## src/rtl/swa_weight_ctrl_pkg.sv

```systemverilog
// Shared constants and helpers for the switch-allocator weight scheduler.
package swa_weight_ctrl_pkg;

   localparam int DEF_V = 4;
   localparam int DEF_P = 5;
   localparam int PV    = DEF_P * DEF_V;

   localparam string SWA_RRA  = "RRA";
   localparam string SWA_WRRA = "WRRA";

   // Bits needed to hold a port number (never less than one bit).
   function automatic int log2(input int n);
      int r;
      r = 1;
      while ((1 << r) < n) r = r + 1;
      return r;
   endfunction

endpackage

```

## src/rtl/swa_weight_ctrl_weight_counter.sv

```systemverilog
// One quantum counter: counts grants down to zero, reloads from the weight.
// The consumed flag is a flop that always mirrors "counter is zero".
module weight_counter #(
   parameter int WEIGHTw        = 4,
   parameter int DEFAULT_WEIGHT = 3
) (
   input  logic               clk,
   input  logic               reset,
   input  logic               grant,
   input  logic               idle,
   input  logic               reload,
   input  logic [WEIGHTw-1:0] weight,
   output logic [WEIGHTw-1:0] cnt,
   output logic               consumed
);

   logic [WEIGHTw-1:0] r_cnt;
   logic               r_consumed;
   logic [WEIGHTw-1:0] w_cnt_next;

   // Next count: a grant on an empty counter opens a fresh quantum already
   // charged with that grant; idle or port reload refill the full weight.
   always_comb begin
      w_cnt_next = r_cnt;
      if (grant) begin
         if (r_cnt > WEIGHTw'(1))
            w_cnt_next = r_cnt - WEIGHTw'(1);
         else if (r_cnt == WEIGHTw'(1))
            w_cnt_next = '0;
         else
            w_cnt_next = weight - WEIGHTw'(1);
      end else if (idle && (r_cnt == '0)) begin
         w_cnt_next = weight;
      end else if (reload) begin
         w_cnt_next = weight;
      end
   end

   // Counter and its zero flag update on the same edge.
   always_ff @(posedge clk or posedge reset) begin
      if (reset) begin
         r_cnt      <= WEIGHTw'(DEFAULT_WEIGHT);
         r_consumed <= 1'b0;
      end else begin
         r_cnt      <= w_cnt_next;
         r_consumed <= (w_cnt_next == '0);
      end
   end

   assign cnt      = r_cnt;
   assign consumed = r_consumed;

endmodule

```

## src/rtl/swa_weight_ctrl.sv

```systemverilog
// Per-port weight scheduler feeding the WRR switch allocator: tracks grant
// quanta per input VC and per input port and tells the arbiter when a
// requester has used its share. RRA mode bypasses everything with ones.
module swa_weight_ctrl
   import swa_weight_ctrl_pkg::*;
#(
   parameter int    V                = DEF_V,
   parameter int    P                = DEF_P,
   parameter int    WEIGHTw          = 4,
   parameter int    DEFAULT_WEIGHT   = 3,
   parameter string SWA_ARBITER_TYPE = SWA_WRRA
) (
   input  logic                 clk,
   input  logic                 reset,
   input  logic [P*V-1:0]       ivc_request_all,
   input  logic [P*V-1:0]       ivc_num_getting_sw_grant,
   input  logic                 cfg_we,
   input  logic [log2(P)-1:0]   cfg_port,
   input  logic [WEIGHTw-1:0]   cfg_weight,
   output logic [P*V-1:0]       vc_weight_is_consumed_all,
   output logic [P-1:0]         iport_weight_is_consumed_all
);

   if (SWA_ARBITER_TYPE == SWA_RRA) begin : g_rra
      // Plain round-robin: arbiter may rotate after every grant.
      assign vc_weight_is_consumed_all    = '1;
      assign iport_weight_is_consumed_all = '1;
   end else begin : g_wrra
      logic [WEIGHTw-1:0] r_weight   [P];
      logic [WEIGHTw-1:0] w_vc_cnt   [P*V];
      logic [WEIGHTw-1:0] w_port_cnt [P];

      // Weight register file; zero is promoted to one, bad port numbers dropped.
      always_ff @(posedge clk or posedge reset) begin
         if (reset) begin
            for (int p = 0; p < P; p++) r_weight[p] <= WEIGHTw'(DEFAULT_WEIGHT);
         end else if (cfg_we && (32'(cfg_port) < P)) begin
            r_weight[cfg_port] <= (cfg_weight == '0) ? WEIGHTw'(1) : cfg_weight;
         end
      end

      for (genvar gi = 0; gi < P; gi++) begin : g_port
         logic [V-1:0] w_req;
         logic [V-1:0] w_gnt;
         logic [V-1:0] w_busy;
         logic         w_port_grant;
         logic         w_port_idle;
         logic         w_reload;

         assign w_req = ivc_request_all[gi*V +: V];
         assign w_gnt = ivc_num_getting_sw_grant[gi*V +: V];

         for (genvar gj = 0; gj < V; gj++) begin : g_vc
            // A VC still holding quantum while requesting blocks the refill.
            assign w_busy[gj] = w_req[gj] && (w_vc_cnt[gi*V+gj] != '0);

            weight_counter #(
               .WEIGHTw        (WEIGHTw),
               .DEFAULT_WEIGHT (DEFAULT_WEIGHT)
            ) u_vc_cnt (
               .clk      (clk),
               .reset    (reset),
               .grant    (w_gnt[gj]),
               .idle     (!w_req[gj]),
               .reload   (w_reload),
               .weight   (r_weight[gi]),
               .cnt      (w_vc_cnt[gi*V+gj]),
               .consumed (vc_weight_is_consumed_all[gi*V+gj])
            );
         end

         // Refill the whole port once every requester has run dry and nobody won.
         assign w_port_grant = |w_gnt;
         assign w_port_idle  = ~|w_req;
         assign w_reload     = !w_port_grant && !(|w_busy) && !w_port_idle;

         weight_counter #(
            .WEIGHTw        (WEIGHTw),
            .DEFAULT_WEIGHT (DEFAULT_WEIGHT)
         ) u_port_cnt (
            .clk      (clk),
            .reset    (reset),
            .grant    (w_port_grant),
            .idle     (w_port_idle),
            .reload   (w_reload),
            .weight   (r_weight[gi]),
            .cnt      (w_port_cnt[gi]),
            .consumed (iport_weight_is_consumed_all[gi])
         );

         // The switch allocator grants at most one VC of a port per cycle.
         a_one_grant: assert property (@(posedge clk) disable iff (reset)
            $onehot0(w_gnt));

         // Port flag must agree with its counter.
         a_port_flag: assert property (@(posedge clk) disable iff (reset)
            ((w_port_cnt[gi] == '0) == iport_weight_is_consumed_all[gi]));
      end
   end

endmodule
```

## config.mk

```make
export PLATFORM = sky130hd
export DESIGN_NAME = swa_weight_ctrl
export DESIGN_NICKNAME = d
export VERILOG_FILES = /design/src/rtl/swa_weight_ctrl_pkg.sv /design/src/rtl/swa_weight_ctrl_weight_counter.sv /design/src/rtl/swa_weight_ctrl.sv
export SDC_FILE = /design/constraint.sdc
export NUM_CORES = 1
export LEC_CHECK = 0
export CORE_MARGIN = 3
export CORE_UTILIZATION = 54
export CTS_CLUSTER_SIZE = 25
export DETAILED_ROUTE_END_ITERATION = 12
export PLACE_DENSITY = 0.89
export SLEW_MARGIN = 20
export SYNTH_ARGS = -nofsm -noshare
export SYNTH_HDL_FRONTEND = slang
export SYNTH_SLANG_ARGS = --single-unit
```

## constraint.sdc

```tcl
create_clock -name clk -period 4.4 [get_ports clk]
set_input_delay 0.88 -clock clk [delete_from_list [all_inputs] [get_ports clk]]
set_output_delay 0.88 -clock clk [all_outputs]
set_load 0.01 [all_outputs]
```

==> Word-level counts from Yosys, hierarchy flattened <==
Index checks and enable logic that the tools add are counted.
{ "totals": {"wordCells": 446, "in_bits": 50, "out_inout_bits": 25, "regBits": 145} }
{ "classes": {"muxes": 129, "eq_ne": 25, "n_addsub": 30, "n_lt_le_gt_ge": 28, "n_reduce_logical": 178, "bitwise": 1} }
{ "op_table": {"columns": ["cell", "n"], "rows": [
  ["$mux W4", 127],
  ["$logic_not A4 Y1", 51],
  ["$sub A4 B1 Y4 const B", 30],
  ["$eq A4 B1 Y1 const B", 25],
  ["$gt A4 B1 Y1 const B", 25],
  ["$reduce_bool A4 Y1", 20],
  ["$reduce_or A4 Y1", 15],
  ["$logic_and A1 B1 Y1", 57],
  ["$logic_not A1 Y1", 35],
  ["$bwmux W20", 1],
  ["$demux W4 S3", 1],
  ["$ge A4 B4 Y1 const B", 1],
  ["$lt A4 B1 Y1 const B", 1],
  ["$not A3 Y4", 1],
  ["$lt A3 B3 Y1 const B", 1]
]} }

==> Depth between registers and ports, before layout <==
Gate-level depths: netlist of run 1.
{ "depth": {"ltp_word": 10, "mapped_depth": 10} }

==> Modules after synthesis <==
From an unflattened synthesis of run 1, not the netlist that was laid out.
{ "hier_totals": {"hier_cells": 1214, "area_unflattened_um2": 12273.0} }
{ "by_module_without_submodules": {"columns": ["module", "seq_area_each_um2", "area_each_um2", "instances", "cells_per_inst"], "rows": [
  ["weight_counter", 127.6, 441.7, 25, 44],
  ["swa_weight_ctrl", 513.0, 1231.2, 1, 114]
]} }

==> Least setup slack after synthesis of run 1 <==
Ideal clock, no wire load.
{ "synth_path": {"path_type": "input port to flip-flop", "from": "in ivc_num_getting_sw_grant[18]", "to": "reg g_wrra.g_port[4].g_vc[1].u_vc_cnt.r_consumed", "cell_stages": 8, "setup_time_ns": 0.096, "slack_ns": 1.432, "arrival_time_ns": 2.872, "path_cell_list": "buf_2 > or4_1 > buf_4 > a211oi_4 > nand2_4 > a221oi_1 > a21oi_1 > nor4_2"} }
{ "synth_via": {"elab_chain_cells": 8} }
{ "synth_lines": {"columns": ["element", "line_no", "text"], "rows": [
  ["from (decl)", "swa_weight_ctrl.sv:16", "input logic [P*V-1:0] ivc_num_getting_sw_grant,"],
  ["$reduce_or A4 Y1", "swa_weight_ctrl.sv:73", "assign w_port_grant = |w_gnt;"],
  ["$logic_not A1 Y1", "swa_weight_ctrl.sv:75", "assign w_reload = !w_port_grant && !(|w_busy) && !w_port_idle;"],
  ["$logic_and A1 B1 Y1 (2 in series)", "swa_weight_ctrl.sv:75", null],
  ["$mux W4", "swa_weight_ctrl_weight_counter.sv:34", "end else if (reload) begin"],
  ["$mux W4", "swa_weight_ctrl_weight_counter.sv:32", "end else if (idle && (r_cnt == '0)) begin"],
  ["$mux W4", "swa_weight_ctrl_weight_counter.sv:25", "if (grant) begin"],
  ["via g_wrra.g_port[4].g_vc[1].u_vc_cnt.w_cnt_next[2]", "swa_weight_ctrl_weight_counter.sv:19", "logic [WEIGHTw-1:0] w_cnt_next;"],
  ["$logic_not A4 Y1", "swa_weight_ctrl_weight_counter.sv:46", "r_consumed <= (w_cnt_next == '0);"],
  ["to (signal assigned)", "swa_weight_ctrl_weight_counter.sv:46", null],
  ["to (decl)", "swa_weight_ctrl_weight_counter.sv:18", "logic r_consumed;"]
]} }
The timed path passes the listed nets, and every way through them passes these cells.
A chain may end at the register's enable or synchronous reset.

==> Worst setup path after layout of run 1 <==
{ "layout_path": {"from": "in ivc_num_getting_sw_grant[5]", "to": "reg g_wrra.g_port[1].g_vc[1].u_vc_cnt.r_consumed"} }
{ "layout_via": {"elab_chain_cells": 8} }
{ "layout_lines": {"columns": ["element", "line_no"], "rows": [
  ["$reduce_or A4 Y1", "swa_weight_ctrl.sv:73"],
  ["$logic_not A1 Y1", "swa_weight_ctrl.sv:75"],
  ["$logic_and A1 B1 Y1 (2 in series)", "swa_weight_ctrl.sv:75"],
  ["$mux W4", "swa_weight_ctrl_weight_counter.sv:34"],
  ["$mux W4", "swa_weight_ctrl_weight_counter.sv:32"],
  ["$mux W4 *", "swa_weight_ctrl_weight_counter.sv:25"],
  ["via g_wrra.g_port[1].g_vc[1].u_vc_cnt.w_cnt_next[2]", "swa_weight_ctrl_weight_counter.sv:19"],
  ["$logic_not A4 Y1 *", "swa_weight_ctrl_weight_counter.sv:46"],
  ["to (signal assigned)", "swa_weight_ctrl_weight_counter.sv:46"],
  ["to (decl)", "swa_weight_ctrl_weight_counter.sv:18"]
]} }
Mark *: on every way through the listed nets, which the timed path passes. The rest lies on a longest branch.

==> key figures, run 1 <==
Place
  • GP Congestion: 0.936
  • Pre-CTS WS: 571 ps
  • Post-placement cell count: 1370
  • Port buffer count: 74
  • DP Area: 10900 um2
  • Dpl hpwl: 17800 um

Clock network
  • Clock Root Buffer: clkbuf_16
  • H-tree Lvls: 4
  • Hold_buf cts: 0
  • Number of CTS-inserted buffers: 17
  • Clock Path Buffers: 2
  • Worst-skew pair later-pin latency: 430 ps
  • Clock-pin slew on the worst setup and hold paths: 60 ps
  • Post-CTS sizing: 0
  • Post-CTS Setup Inserts: 0
  • Clk sinks: 145
  • CTS tree: done

Detailed routing
  • WL per Instance: 17.9 um
  • Drc violations: 0
  • Vias: 9218
  • Drt first-iter violations: 782
  • Vias/cell: 6.57
  • Post-Route WL: 25200 um
  • Pre-Repair DR Iteration Count: 8
  • ANT nets after route: 0

Final layout
  • Util after Layout: 0.632
  • Final Cell Area: 11500 um2
  • # diodes: 0
  • Most common cell after layout, fill and taps aside: nor2_1
  • Share of cells above drive strength 1: 0.132
  • Fill cells: 1487
  • Commonest non-fill, non-tap cells in the layout: nor2_1, dfrtp_1, clkdlybuf4s50_1
  • Post-route insts no fill: 1402
  • Area delta synth->final: 12.7%
  • # nets final: 1265

Setup path
  • Crit path DAT: 3740 ps
  • Slowest cell on crit path: or4_1
  • WP data required: 4710 ps
  • Critical Path Sink Type: register
  • Crit path cell chain: clkdlybuf4s50_1 -> or4_1 -> a211oi_4 -> nand2_1 -> a221oi_1 -> a31oi_1 -> nor4_1
  • CP max FO: 12
  • Top delay family on crit path: simple AND/OR/NAND/NOR gates
  • Crit path buf inv count: 1
  • CP max stage delay: 780 ps
  • Crit Path Class: input pin to register
  • Worst Setup Start Kind: input pin
  • R2r startpoint: g_wrra.g_port[4].g_vc[2].u_vc_cnt.cnt[0]$_DFF_PP1_
  • CP startpoint: ivc_num_getting_sw_grant[5]

Die
  • Row count: 49
  • IO Pins: 75
  • Die height: 144 um
  • Total core area: 18300 um2
  • Initial Util: 0.560
  • Area of the die: 20700 um2
  • Chip width: 144 um

Timing
  • TNS Setup: 0 ps
  • Final Hold Fails: 0
  • Final Max Tran Viols: 0
  • WHS: 568 ps
  • Setup Skew: 13.5 ps
  • Final setup viols: 0
  • Worst slew pin tran: 942 ps
  • Relative slew slack: 0.372
  • RSZ-0062 raised after global routing: false
  • Final period util: 0.778
  • PnR worst setup slack: 978 ps
  • Fin crit period: 3420 ps
  • FMAX: 0.292 GHz

Global route
  • First-pass GRT wire length: 41500 um
  • Vias in the first global route: 8796
  • Tot GR Track Use: 0.242
  • Antenna violations before repair: 1
  • Largest net degree at the start of global routing: 146
  • Grt ovf: 0

Pwr
  • Peak VDD IR: 331 uV
  • Power Density: 635 nW/um2
  • Total Power: 7.33 mW
  • Static Leakage: 4.57 nW

Run status
  • Status: finished clean

Synthesis
  • Post-synthesis cell count: 1132
  • Cell variety after synth: 69
  • Post-Syn Nets: 1237
  • Synthesized flop and latch total: 145
  • Most used DFF post-synth: dfrtp_1
  • Syn avg cell area: 9.05 um2
  • Share of async-settable or async-resettable flops after synthesis: 1.00
  • Sequential element share of the synthesized area: 0.362
  • Post-synth EDFFs: 0
  • Mapped Area: 10200 um2
  • Yosys Warn Count: 0

Worst hold path
  • Hold Crit Class: register to register
  • Hold path startpoint: g_wrra.g_port[3].u_port_cnt.cnt[0]$_DFF_PP1_

Run
  • Max-cap violation count: 0
-- sequential cells by signal, summed over array words and instances, names as in the netlist --
register,count
g_wrra.g_port.u_port_cnt.consumed,5
g_wrra.r_weight,20
g_wrra.g_port.g_vc.u_vc_cnt.cnt,80
g_wrra.g_port.g_vc.u_vc_cnt.consumed,20
g_wrra.g_port.u_port_cnt.cnt,20
-- cell usage after synthesis, drive strengths merged (13+ instances only) --
master | n | area, um2
a31oi | 28 | 175
a221oi | 24 | 216
mux2i | 48 | 480
mux2 | 13 | 146
inv | 68 | 255
ha | 55 | 688
dfstp | 60 | 1580
nand2 | 54 | 210
o21a | 26 | 195
dfrtp | 85 | 2130
a21oi | 66 | 330
nand2b | 29 | 181
o221ai | 25 | 219
nor2b | 18 | 113
o21ai | 60 | 300
nor2 | 90 | 338
nor3 | 67 | 335
buf | 40 | 270
nor4 | 43 | 300
clkbuf | 31 | 116
or3b | 22 | 193
-- routing by layer --
layer,vias to the layer above,part of all wire,global-route usage
met5,-,0.00052,0
met4,2,0.017,0.0862
met3,42,0.067,0.0379
met2,385,0.47,0.400
met1,4464,0.44,0.326
li1,4325,-,-
-- final timing paths --
check / end / slack (ps) / depth (start not counted)
max in group asynchronous: g_wrra.g_port[0].u_port_cnt.cnt[3]$_DFF_PP0_ / 2820 / 3
setup reg to reg: g_wrra.g_port[4].g_vc[1].u_vc_cnt.consumed$_DFF_PP0_ / 1060 / 9
hold reg to reg: g_wrra.g_port[3].u_port_cnt.cnt[0]$_DFF_PP1_ / 570 / 2
min in group asynchronous: g_wrra.g_port[2].g_vc[2].u_vc_cnt.consumed$_DFF_PP0_ / 990 / 3
hold / removal: g_wrra.g_port[3].u_port_cnt.cnt[0]$_DFF_PP1_ / 570 / 2
setup / recovery: g_wrra.g_port[1].g_vc[1].u_vc_cnt.consumed$_DFF_PP0_ / 980 / 7
-- logic make-up (layout without fill, tap and decap cells) --
group | count (synthesis) | in the layout | synth area share
flops | 145 | 145 | 0.362
simple gates | 379 | 379 | 0.199
fa+ha+maj | 55 | 55 | 0.0672
mux | 61 | 61 | 0.0612
buf+inv | 139 | 180 | 0.0627
xor+xnor | 11 | 11 | 0.00941
compound gates | 342 | 342 | 0.239
-- area by class of cell --
cell class	instances	area, um2	share of cell area
Clock buffer	18	429	0.0372
Clock inverter	14	170	0.0147
Inverter	68	259	0.0224
Multi-Input combinational cell	848	5890	0.511
Sequential cell	145	3700	0.321
Tap cell	229	287	0.0248
Timing Repair Buffer	80	798	0.0692
-- tightest hold or removal path, cell delays in order, from the launching register on --
cell	delay (ps)
dfstp_2	390
nand3_1	70
a31oi_1	100
-- power by group --
part	switching, mW	internal (mW)	leakage [nW]
sequential	0.697	2.03	1.65
combinational	1.74	1.40	2.63
clock	0.610	0.856	0.288
(Power assumes the default switching activity.)
==> inputs of run 2 (changes only) <==
--- a/config.mk
+++ b/config.mk
@@ -6,10 +6,10 @@
 export NUM_CORES = 1
 export LEC_CHECK = 0
 export CORE_MARGIN = 3
-export CORE_UTILIZATION = 54
+export CORE_UTILIZATION = 55
 export CTS_CLUSTER_SIZE = 25
 export DETAILED_ROUTE_END_ITERATION = 12
-export PLACE_DENSITY = 0.89
+export PLACE_DENSITY = 0.88
 export SLEW_MARGIN = 20
 export SYNTH_ARGS = -nofsm -noshare
 export SYNTH_HDL_FRONTEND = slang
==> constraint.sdc (replaced) <==
create_clock -name clk -period 3.5 [get_ports clk]
set_input_delay 0.7 -clock clk [delete_from_list [all_inputs] [get_ports clk]]
set_output_delay 0.7 -clock clk [all_outputs]
set_load 0.01 [all_outputs]
==> run 2 against run 1 <==
Compared with the run above: clock-buffer cell count up 2; hold slack worse by 12 ps; critical path depth up 1; first-iteration DRC count up 16%; register-to-register slack worse by 580 ps; global-route usage up 1.4 points; utilization up 1.6 points; non-clock buffer count up 31; wire length up 3.4%; critical path type is now register to register; largest power group unchanged.
==> key figures, run 2 (same netlist as run 1, synthesis figures left out) <==
Clock network
  • Hold_buf cts: 0
  • CTS tree: done
  • Number of CTS-inserted buffers: 17
  • Post-CTS Setup Inserts: 0
  • Clock Path Buffers: 2
  • Clk sinks: 145
  • H-tree Lvls: 4
  • Worst-skew pair later-pin latency: 420 ps
  • Clock Root Buffer: clkbuf_16
  • Post-CTS sizing: 0
  • Clock-pin slew on the worst setup and hold paths: 60 ps

Final layout
  • Fill cells: 1420
  • Area of the multi-input gates: 5890 um2
  • Max FFs per register: 80
  • Area delta synth->final: 14.7%
  • Most common cell after layout, fill and taps aside: nor2_1
  • Share of cells above drive strength 1: 0.155
  • # diodes: 0
  • Storage cell area: 3700 um2
  • # nets final: 1296
  • Post-route insts no fill: 1433
  • Commonest non-fill, non-tap cells in the layout: nor2_1, dfrtp_1, clkdlybuf4s50_1
  • Util after Layout: 0.647

Setup path
  • Crit Path Class: register to register
  • Top delay family on crit path: simple AND/OR/NAND/NOR gates
  • Register-to-Register Path Depth: 8
  • Crit path DAT: 3350 ps
  • CP max FO: 11
  • Worst Setup Start Kind: register
  • Crit path cell chain: inv_1 -> ha_1 -> or3b_2 -> a22oi_1 -> nand3_1 -> a21oi_1 -> a21oi_1 -> nor4_1
  • R2r startpoint: g_wrra.g_port[0].g_vc[1].u_vc_cnt.cnt[1]$_DFF_PP1_
  • Critical Path Sink Type: register
  • R2r setup slk: 480 ps
  • Slowest cell on crit path: or3b_2
  • WP data required: 3820 ps
  • Worst path most repeated cell: a21oi_1
  • CP max stage delay: 530 ps
  • Crit path buf inv count: 1
  • R2R Path End: g_wrra.g_port[0].g_vc[3].u_vc_cnt.consumed$_DFF_PP0_

Worst hold path
  • Hold Crit Class: register to register
  • Hold path startpoint: g_wrra.g_port[3].u_port_cnt.cnt[0]$_DFF_PP1_
  • Hold Crit Depth: 2
  • Hold path endpoint: g_wrra.g_port[3].u_port_cnt.cnt[0]$_DFF_PP1_

Die
  • Die height: 142 um
  • IO Pins: 75
  • Total core area: 18100 um2
  • Area of the die: 20300 um2
  • Initial Util: 0.564
  • Row count: 49
  • Chip width: 142 um

Detailed routing
  • ANT nets after route: 0
  • Post-Route WL: 26000 um
  • WL per Instance: 18.2 um
  • Drt first-iter violations: 906
  • Drc violations: 0
  • Vias/cell: 6.48
  • Vias: 9285
  • Pre-Repair DR Iteration Count: 6

Place
  • Port buffer count: 74
  • GP Congestion: 0.892
  • Dpl hpwl: 18700 um
  • Post-placement cell count: 1401

Timing
  • Relative slew slack: 0.507
  • Setup Skew: 6.25 ps
  • Final Max Tran Viols: 0
  • Fin crit period: 3020 ps
  • RSZ-0062 raised after global routing: false
  • Final period util: 0.864
  • TNS Setup: 0 ps
  • Final Hold Fails: 0
  • Final setup viols: 0
  • Worst slew pin tran: 733 ps
  • FMAX: 0.331 GHz

Pwr
  • Total Power: 9.15 mW
  • Power Density: 779 nW/um2
  • Peak VDD IR: 396 uV
  • Static Leakage: 4.72 nW

Global route
  • Tot GR Track Use: 0.257
  • Grt ovf: 0
  • Vias in the first global route: 9084
  • First-pass GRT wire length: 43500 um
  • Antenna violations before repair: 0
  • Largest net degree at the start of global routing: 78

Run
  • Max-cap violation count: 0

Run status
  • Status: finished clean
==> run 2: worst max path at each step <==
stage	start	end	slack, ps	depth (start not counted)
4_1_cts	g_wrra.g_port[4].g_vc[2].u_vc_cnt.cnt[0]$_DFF_PP1_	g_wrra.g_port[4].g_vc[2].u_vc_cnt.consumed$_DFF_PP0_	480	9
2_1_floorplan	ivc_num_getting_sw_grant[18]	g_wrra.g_port[4].g_vc[1].u_vc_cnt.consumed$_DFF_PP0_	710	8
6_report	g_wrra.g_port[0].g_vc[1].u_vc_cnt.cnt[1]$_DFF_PP1_	g_wrra.g_port[0].g_vc[3].u_vc_cnt.consumed$_DFF_PP0_	480	8
5_1_grt	g_wrra.g_port[0].g_vc[3].u_vc_cnt.cnt[1]$_DFF_PP1_	g_wrra.g_port[0].g_vc[1].u_vc_cnt.consumed$_DFF_PP0_	260	8
3_3_place_gp	ivc_num_getting_sw_grant[0]	g_wrra.g_port[0].g_vc[1].u_vc_cnt.consumed$_DFF_PP0_	310	7
3_5_place_dp	ivc_num_getting_sw_grant[0]	g_wrra.g_port[0].g_vc[2].u_vc_cnt.consumed$_DFF_PP0_	190	7
==> run 2: power by group <==
part	switching, mW	leakage (nW)	internal, mW
combinational	2.20	2.79	1.77
sequential	0.873	1.65	2.55
clock	0.725	0.282	1.03
==> run 2: layout make-up <==
type | instances | share of cell area
Timing Repair Buffer | 111 | 0.0877
Tap cell | 229 | 0.0244
Sequential cell | 145 | 0.315
Multi-Input combinational cell | 848 | 0.502
Clock inverter | 12 | 0.00926
Clock buffer | 20 | 0.0397
Inverter | 68 | 0.0220
==> run 2: stage by stage <==
step	hold slack [ps]	worst slack (ps)	area (um2)
5_1_grt	605	256	11800
2_1_floorplan	515	712	10200
3_3_place_gp	543	306	11200
3_5_place_dp	550	191	11200
6_report	555	477	11800
4_1_cts	558	481	11800
==> run 2: tightest hold or removal path, cell delays in order, from the launching register on <==
cell	delay, ps
dfstp_2	390
nand3_1	70
a31oi_1	90
==> run 2: metal layers <==
layer	part of all wire	global-route usage	routed length (um)	vias to the layer above
met5	0	0	0	-
met4	0.015	0.0930	394	0
met3	0.065	0.0413	1690	45
met2	0.49	0.426	12700	387
met1	0.43	0.340	11200	4464
li1	-	-	-	4389
==> inputs of run 3 (changes only) <==
==> constraint.sdc (replaced) <==
create_clock -name clk -period 2.9 [get_ports clk]
set_input_delay 0.58 -clock clk [delete_from_list [all_inputs] [get_ports clk]]
set_output_delay 0.58 -clock clk [all_outputs]
set_load 0.01 [all_outputs]
==> run 3 against run 2 <==
Compared with the run above: clock power up 26%; non-clock buffer count up 48; cell area up 4.2%; register-to-register slack worse by 370 ps; critical path type unchanged; cell count up 3.4%; highest routed layer unchanged; global-route usage about the same; hold slack worse by 12 ps.
==> key figures, run 3 (same netlist as run 1, synthesis figures left out) <==
Global route
  • Largest net degree at the start of global routing: 57
  • Grt ovf: 0
  • Antenna violations before repair: 1
  • Tot GR Track Use: 0.257
  • Vias in the first global route: 9272
  • First-pass GRT wire length: 43500 um

Final layout
  • # nets final: 1344
  • Area delta synth->final: 19.5%
  • Commonest non-fill, non-tap cells in the layout: nor2_1, dfrtp_1, buf_4
  • Most common cell after layout, fill and taps aside: nor2_1
  • Max FFs per register: 80
  • Post-route insts no fill: 1482
  • Share of cells above drive strength 1: 0.200

Setup path
  • Top delay family on crit path: simple AND/OR/NAND/NOR gates
  • Slowest cell on crit path: or3b_2
  • CP max FO: 11
  • Critical Path Sink Type: register
  • Crit Path Class: register to register
  • Crit path cell chain: inv_1 -> ha_2 -> or3b_2 -> a222oi_1 -> buf_4 -> nand2_2 -> a221oi_1 -> a31oi_1 -> nor4_2
  • Worst Setup Start Kind: register
  • Register-to-Register Path Depth: 9
  • WP depth: 9
  • Crit path DAT: 3110 ps
  • Crit path buf inv count: 2
  • CP max stage delay: 490 ps
  • WP data required: 3220 ps

Clock network
  • H-tree Lvls: 4
  • Clock Root Buffer: clkbuf_16
  • Number of CTS-inserted buffers: 17
  • Hold_buf cts: 0
  • Clock Path Buffers: 2
  • Clk sinks: 145
  • Clock-pin slew on the worst setup and hold paths: 70 ps
  • CTS tree: done
  • Worst-skew pair later-pin latency: 430 ps

Die
  • Die height: 142 um
  • Row count: 49
  • Total core area: 18100 um2
  • Chip width: 142 um
  • Initial Util: 0.564
  • Area of the die: 20300 um2
  • IO Pins: 75

Timing
  • Fin crit period: 2790 ps
  • Relative slew slack: 0.485
  • Final setup viols: 0
  • Final period util: 0.962
  • Final Hold Fails: 0
  • Worst slew pin tran: 767 ps
  • Setup Skew: 7.65 ps
  • Final Max Tran Viols: 0
  • PnR worst setup slack: 109 ps
  • FMAX: 0.358 GHz

Pwr
  • Power Density: 922 nW/um2
  • Peak VDD IR: 500 uV
  • Static Leakage: 4.98 nW
  • Total Power: 11.3 mW

Detailed routing
  • Post-Route WL: 26500 um
  • Vias/cell: 6.40
  • Drt first-iter violations: 854
  • Drc violations: 0
  • Vias: 9480
  • WL per Instance: 17.9 um
  • ANT nets after route: 0
  • Pre-Repair DR Iteration Count: 7

Place
  • Dpl hpwl: 19100 um
  • Pre-CTS WS: -115 ps
  • GP Congestion: 0.920
  • Post-placement cell count: 1442
  • Port buffer count: 74

Run status
  • Status: finished clean

Worst hold path
  • Hold Crit Class: input pin to asynchronous set/reset pin

Run
  • Max-cap violation count: 0
-- run 3: changes by cell type in the layout (fill, tap and decap cells not counted), sizes merged --
cell    before  now
inv         68   71
bufinv       1    2
diode        0    1
clkinv       8    5
clkbuf      20   19
buf         37   85
-- run 3: cell type report --
class	count	area, um2
clock buffer	19	453
multi-input combinational	848	5970
sequential	145	3700
antenna	1	2.50
fill	1359	5910
inverter	68	259
clock inverter	13	153
tap	229	287
timing repair buffer	159	1420
-- run 3: timing repair --
item	in CTS	in global routing
setup buffers	0	7
endpoints found under the setup margin	0	20
gates resized for setup	0	19
-- run 3: stage by stage --
stage | hold WS (ps) | util | TNS (ps) | cell area, um2
2_1_floorplan | 515 | - | 0 | 10200
3_3_place_gp | 566 | 0.633 | -58.7 | 11500
3_5_place_dp | 580 | 0.633 | -873 | 11500
4_1_cts | 534 | 0.667 | 0 | 12100
5_1_grt | 557 | 0.675 | -73.9 | 12200
6_report | 543 | 0.675 | 0 | 12200
-- run 3: routing by layer --
layer | part of all wire | GRT usage | wire (um)
met5 | 0 | 0 | 0
met4 | 0.024 | 0.103 | 644
met3 | 0.065 | 0.0433 | 1730
met2 | 0.49 | 0.424 | 13000
met1 | 0.42 | 0.337 | 11100
-- run 3: report_power, final --
group          leakage [nW]  switching (mW)  internal (mW)
Combinational          3.04            2.72           2.23
Clock                 0.292           0.896           1.33
Sequential             1.65            1.04           3.08
Total                  4.98            4.65           6.63
-- run 3: final timing paths --
path	startpoint	end	slack, ps
worst max-delay path	g_wrra.g_port[3].g_vc[2].u_vc_cnt.cnt[1]$_DFF_PP1_	g_wrra.g_port[3].g_vc[1].u_vc_cnt.consumed$_DFF_PP0_	110
worst min-delay path	reset	g_wrra.g_port[3].g_vc[2].u_vc_cnt.consumed$_DFF_PP0_	540
worst max register to register	g_wrra.g_port[3].g_vc[2].u_vc_cnt.cnt[1]$_DFF_PP1_	g_wrra.g_port[3].g_vc[1].u_vc_cnt.consumed$_DFF_PP0_	110
worst min register to register	g_wrra.r_weight[9]$_DFFE_PP1P_	g_wrra.g_port[2].u_port_cnt.cnt[1]$_DFF_PP1_	600
max in group asynchronous	reset	g_wrra.g_port[0].g_vc[0].u_vc_cnt.cnt[0]$_DFF_PP1_	1670
min in group clk	g_wrra.r_weight[9]$_DFFE_PP1P_	g_wrra.g_port[2].u_port_cnt.cnt[1]$_DFF_PP1_	600
